$ cat src/rtl/rotating_square_gen_pkg.sv
// Shared constants and types for the rotating-square animator.
package rot_sq_pkg;

  localparam logic [7:0] SSEG_UPPER = 8'h9C;
  localparam logic [7:0] SSEG_LOWER = 8'hA3;
  localparam logic [7:0] SSEG_BLANK = 8'hFF;

  typedef enum logic {
    MODE_CIRC   = 1'b0,
    MODE_BOUNCE = 1'b1
  } mode_e;

endpackage

$ cat src/rtl/rotating_square_gen_tick_gen.sv
// Programmable-period clock-enable: one tick every 'period' enabled cycles.
module tick_gen #(
  parameter int W = 8
) (
  input  logic         clk,
  input  logic         rst,
  input  logic         en,
  input  logic [W-1:0] period,
  output logic         tick
);

  logic [W-1:0] count;
  logic         due;

  // >= rather than == so a shortened period never strands the count above it
  assign due  = (count >= (period - W'(1)));
  assign tick = en && !rst && due;

  always_ff @(posedge clk) begin
    if (rst) begin
      count <= '0;
    end else if (en) begin
      if (due) count <= '0;
      else     count <= count + W'(1);
    end
  end

endmodule

$ cat src/rtl/rotating_square_gen.sv
// Rotating-square animator for an N-digit multiplexed, active-low 7-segment display.
module rotating_square_gen
  import rot_sq_pkg::*;
#(
  parameter int N_DIGITS    = 4,
  parameter int REFRESH_DIV = 100_000,
  parameter int STEP_DIV    = 25_000_000
) (
  input  logic                            clk,
  input  logic                            rst,
  input  logic                            en,
  input  logic                            cw,
  input  logic                            mode,
  input  logic [1:0]                      speed,
  output logic [N_DIGITS-1:0]             an,
  output logic [7:0]                      sseg,
  output logic [$clog2(2*N_DIGITS)-1:0]   pos,
  output logic                            step
);

  localparam int P  = 2 * N_DIGITS;
  localparam int PW = $clog2(P);
  localparam int DW = $clog2(N_DIGITS);
  localparam int SW = $clog2(STEP_DIV + 1);
  localparam int RW = $clog2(REFRESH_DIV + 1);

  localparam logic [PW-1:0] POS_LAST       = PW'(P - 1);
  localparam logic [PW-1:0] POS_N          = PW'(N_DIGITS);
  localparam logic [DW-1:0] DIG_LAST       = DW'(N_DIGITS - 1);
  localparam logic [SW-1:0] STEP_BASE      = SW'(STEP_DIV);
  localparam logic [RW-1:0] REFRESH_PERIOD = RW'(REFRESH_DIV);

  mode_e                mode_cur;
  logic                 mode_q;
  logic                 dir;
  logic                 dir_eff;
  logic                 dir_next;
  logic [PW-1:0]        pos_next;
  logic [DW-1:0]        digit;
  logic [SW-1:0]        step_period;
  logic                 refresh_tick;
  logic [PW-1:0]        target;
  logic [7:0]           shape;
  logic [N_DIGITS-1:0]  an_next;
  logic [7:0]           sseg_next;

  assign mode_cur    = mode_e'(mode);
  assign step_period = STEP_BASE >> speed;

  tick_gen #(.W(SW)) u_step_tick (
    .clk    (clk),
    .rst    (rst),
    .en     (en),
    .period (step_period),
    .tick   (step)
  );

  tick_gen #(.W(RW)) u_refresh_tick (
    .clk    (clk),
    .rst    (rst),
    .en     (1'b1),
    .period (REFRESH_PERIOD),
    .tick   (refresh_tick)
  );

  // mode_q reloads from mode during reset so leaving reset is never seen as a mode rise
  always_ff @(posedge clk) begin
    if (rst) begin
      pos    <= '0;
      dir    <= 1'b1;
      mode_q <= mode;
      digit  <= '0;
    end else begin
      pos    <= pos_next;
      dir    <= dir_next;
      mode_q <= mode;
      if (refresh_tick) digit <= (digit == DIG_LAST) ? '0 : digit + DW'(1);
    end
  end

  // A mode rise loads cw into the direction before any coincident step uses it
  always_comb begin
    dir_eff  = (mode_cur == MODE_BOUNCE && !mode_q) ? cw : dir;
    dir_next = dir_eff;
    pos_next = pos;
    if (step) begin
      if (mode_cur == MODE_CIRC) begin
        if (cw) pos_next = (pos == POS_LAST) ? '0 : pos + PW'(1);
        else    pos_next = (pos == '0) ? POS_LAST : pos - PW'(1);
      end else if (dir_eff) begin
        if (pos == POS_LAST) begin
          pos_next = POS_LAST - PW'(1);
          dir_next = 1'b0;
        end else begin
          pos_next = pos + PW'(1);
        end
      end else begin
        if (pos == '0) begin
          pos_next = PW'(1);
          dir_next = 1'b1;
        end else begin
          pos_next = pos - PW'(1);
        end
      end
    end
  end

  always_comb begin
    if (pos < POS_N) begin
      target = POS_N - PW'(1) - pos;
      shape  = SSEG_UPPER;
    end else begin
      target = pos - POS_N;
      shape  = SSEG_LOWER;
    end
    an_next        = '1;
    an_next[digit] = 1'b0;
    sseg_next      = (PW'(digit) == target) ? shape : SSEG_BLANK;
  end

  always_ff @(posedge clk) begin
    if (rst) begin
      an   <= '1;
      sseg <= SSEG_BLANK;
    end else begin
      an   <= an_next;
      sseg <= sseg_next;
    end
  end

endmodule
$ cat config.mk
export PLATFORM = sky130hd
export DESIGN_NAME = rotating_square_gen
export DESIGN_NICKNAME = d
export VERILOG_FILES = /design/src/rtl/rotating_square_gen_pkg.sv /design/src/rtl/rotating_square_gen_tick_gen.sv /design/src/rtl/rotating_square_gen.sv
export SDC_FILE = /design/constraint.sdc
export NUM_CORES = 1
export LEC_CHECK = 0
export CAP_MARGIN = 20
export CORE_ASPECT_RATIO = 0.75
export CORE_UTILIZATION = 30
export CTS_CLUSTER_SIZE = 25
export DETAILED_ROUTE_END_ITERATION = 8
export PLACE_DENSITY = 0.44
export SKIP_CTS_REPAIR_TIMING = 1
export SLEW_MARGIN = 20
export SYNTH_ARGS = -nofsm -noshare
export SYNTH_HDL_FRONTEND = slang
export SYNTH_HIERARCHICAL = 1
export SYNTH_SLANG_ARGS = --single-unit
$ cat constraint.sdc
create_clock -name clk -period 6.3 [get_ports clk]
set_clock_uncertainty 0.15 [all_clocks]
set_input_delay 1.26 -clock clk [delete_from_list [all_inputs] [get_ports clk]]
set_output_delay 1.26 -clock clk [all_outputs]
set_load 0.02 [all_outputs]
==> impl_results.md <==
- Num ports: 23
- Psw: 0.190 mW
- Fmax: 0.169 GHz
- 1st-iter DRT viols: 103
- Worst EP required: 4890 ps
- Die ar.: 15,100 um^2
- Via Count: 3,657
- Min cycle time layout: 5910 ps
- Synth Instances: 534
- Slew headroom: 52.1%
- Dpl hpwl: 7490 um
- CP Class: input port to primary output
- Seq. cell area: 1120 um^2
- Share of the synthesized area in the top cell type: 25.6%
- # nets final: 690
- Slew Viols, Final: 0
- #FFs+latches synth: 56
- Leak: 2.24 nW
- Root Driver: clkbuf_16
- Clock power share: 38.4%
- Row cnt: 37
- Vias/cell: 4.44
- Unrepaired setup endpoints after global routing: false
- Sw Share: 25.4%
- Most frequent cell after synthesis: nor2_1
- Area leader, netlist: dfxtp_1
- FFs w/ async S/R, synth: 0%
- Count of final hold-check violations: 0
- Remaining DRCs: 0
- Initial antenna violation count: 0
- Seq/Total Area, Yosys: 25.6%
- Reg-to-reg slack, setup: 3380 ps
- # clock sinks: 56
- Top_reg_cell synth: dfxtp_1
- Number of synthesized flops with an enable pin: 0
- Post-synth top cells: 60 x nor2_1, 56 x dfxtp_1, 55 x ha_1
- # port buffers: 21
- Initial Utilization: 31.4%
- Critical Path Source Type: input port
- Yosys cell types: 59
- Tot GR Track Use: 13.5%
- Status: finished, final reports clean
- CTS Buffer Depth: 2
- Post-route insts no fill: 824
- Int Power: 0.558 mW
- Slew @ Worst Pin: 719 ps
- Share of power burned in registers: 48.4%
- Syn Area/Cell: 8.21 um^2
- Worst hold path class: flip-flop to flip-flop
- Largest cells by area after synthesis: dfxtp_1 26%, ha_1 16%, xnor2_1 9.2%
- Gpl congestion: 0.770
- Post-DRT Antenna Nets: 0
- CTS tree: built
- Final Worst Setup Slack: 395 ps
- Final setup fails: 0
- Placed cells: 816
- Antenna cells: 0
- Largest net degree at the start of global routing: 29
- Post-Syn Area: 4390 um^2
- Die height: 107 um
- Wirelength, routed: 9470 um
- Layout area overhead: 20.7%
- Final period util: 93.7%
- Core Area: 14,000 um^2
- Die X: 142 um
- Final-layout fill cell count: 1,487
- Layout cell share with drive strength beyond 1: 8.11%
- Worst-path clk slew: 70 ps
- Ys Warns: 6
- Placement Setup Slack: -3.74 ps
- Setup crit end kind: primary output
- Num CTS Buffers: 5
- Hold slack: 368 ps
- Max Cap Viol: 0
- First-pass GRT wire length: 16,700 um
- Comb power frac: 13.2%
- Power density cells: 141 nW/um^2
- Vias in the first global route: 3,515
- Post-DR wirelength/cell: 11.5 um
- Detailed-router iteration count before antenna repair: 4
- VDD IR max: 0.000115 V
- Total congestion overflow: 0
- Multi-input gate area: 3370 um^2
- Worst-path maximum fanout: 7
- CTS H-tree depth: 2
- WP data arrival: 4500 ps
- Worst skew pair latency: 290 ps
==> logic make-up (layout without fill, tap and decap cells) <==
kind of cell	after synthesis	after routing	synth area share, %
AND/OR/NAND/NOR	221	221	27.2
AO/OA/AOI/OAI	81	81	11.4
XOR/XNOR	74	74	14.8
flip-flops	56	56	25.6
adder cells (fa/ha/maj)	55	55	15.7
buffers and inverters	41	68	4.19
multiplexers	4	4	0.970
other	2	70	0.171
==> cell type report <==
type | instances | share of cell area [%]
Clock buffer | 6 | 2.62
Multi-Input combinational cell | 505 | 63.6
Sequential cell | 56 | 21.2
Inverter | 26 | 1.84
Tap cell | 195 | 4.61
Clock inverter | 2 | 0.260
Timing Repair Buffer | 34 | 5.86
==> placed cells by master (no fill, tap or decap), types with 13 or more instances in the layout <==
| cell | n |
|---|---|
| buf_4 | 13 |
| nor2_1 | 60 |
| nand3_1 | 17 |
| xor2_1 | 28 |
| dfxtp_1 | 56 |
| inv_1 | 26 |
| clkdlybuf4s50_1 | 20 |
| ha_1 | 55 |
| conb_1 | 70 |
| nand2_1 | 46 |
| xnor2_1 | 46 |
| a21oi_1 | 39 |
==> sequential cells by signal (all words and copies together) (netlist names) <==
name	count
sseg	3
u_step_tick/count	25
dir	1
pos	3
u_refresh_tick/count	17
an	4
mode_q	1
digit	2
==> per-stage QoR <==
step	power [mW]	area, um^2	utilization (%)	setup TNS (ps)
final	0.748	5290	37.9	0
after global routing	0.791	5290	37.9	0
after CTS	0.758	5260	37.6	-48.7
after detailed placement	0.464	5110	36.5	-3.74
after global placement	0.463	5110	36.5	0
after floorplan	0.439	4640	-	0
==> per-layer routing <==
metal | part of all wire, % | global-route usage (%) | vias up
met2 | 40 | 20.0 | 32
met1 | 58 | 20.6 | 1651
met3 | 2.4 | 2.19 | 2
met4 | 0.25 | 2.07 | 0
met5 | 0 | 0 | -
li1 | - | - | 1972
==> worst paths after layout <==
path	to	cells past startpoint	start
min	u_step_tick/count[0]	2	u_step_tick/count[0]
max	step	14	speed[0]
max reg2reg	u_step_tick/count[16]	9	u_step_tick/count[23]
min reg2reg	u_step_tick/count[0]	2	u_step_tick/count[0]
==> power groups by stage <==
stage	logic [mW]	registers (mW)	clock network, mW
after floorplan	0.0700	0.369	0
after global routing	0.114	0.362	0.315
after global placement	0.0925	0.370	0
final	0.0990	0.362	0.287
after detailed placement	0.0941	0.370	0
after CTS	0.0949	0.362	0.301
==> worst max-delay path, stage by stage <==
cell	delay [ps]
clkdlybuf4s50_1	440
buf_4	180
and2_1	180
or4_4	460
or3_4	410
xor2_1	160
ha_1	300
a21o_1	160
a221o_1	310
nand2_1	80
o2111ai_2	150
nand2_1	130
nor2_1	60
dlymetal6s2s_1	220
No activity file was read; power rests on OpenSTA's default activity.
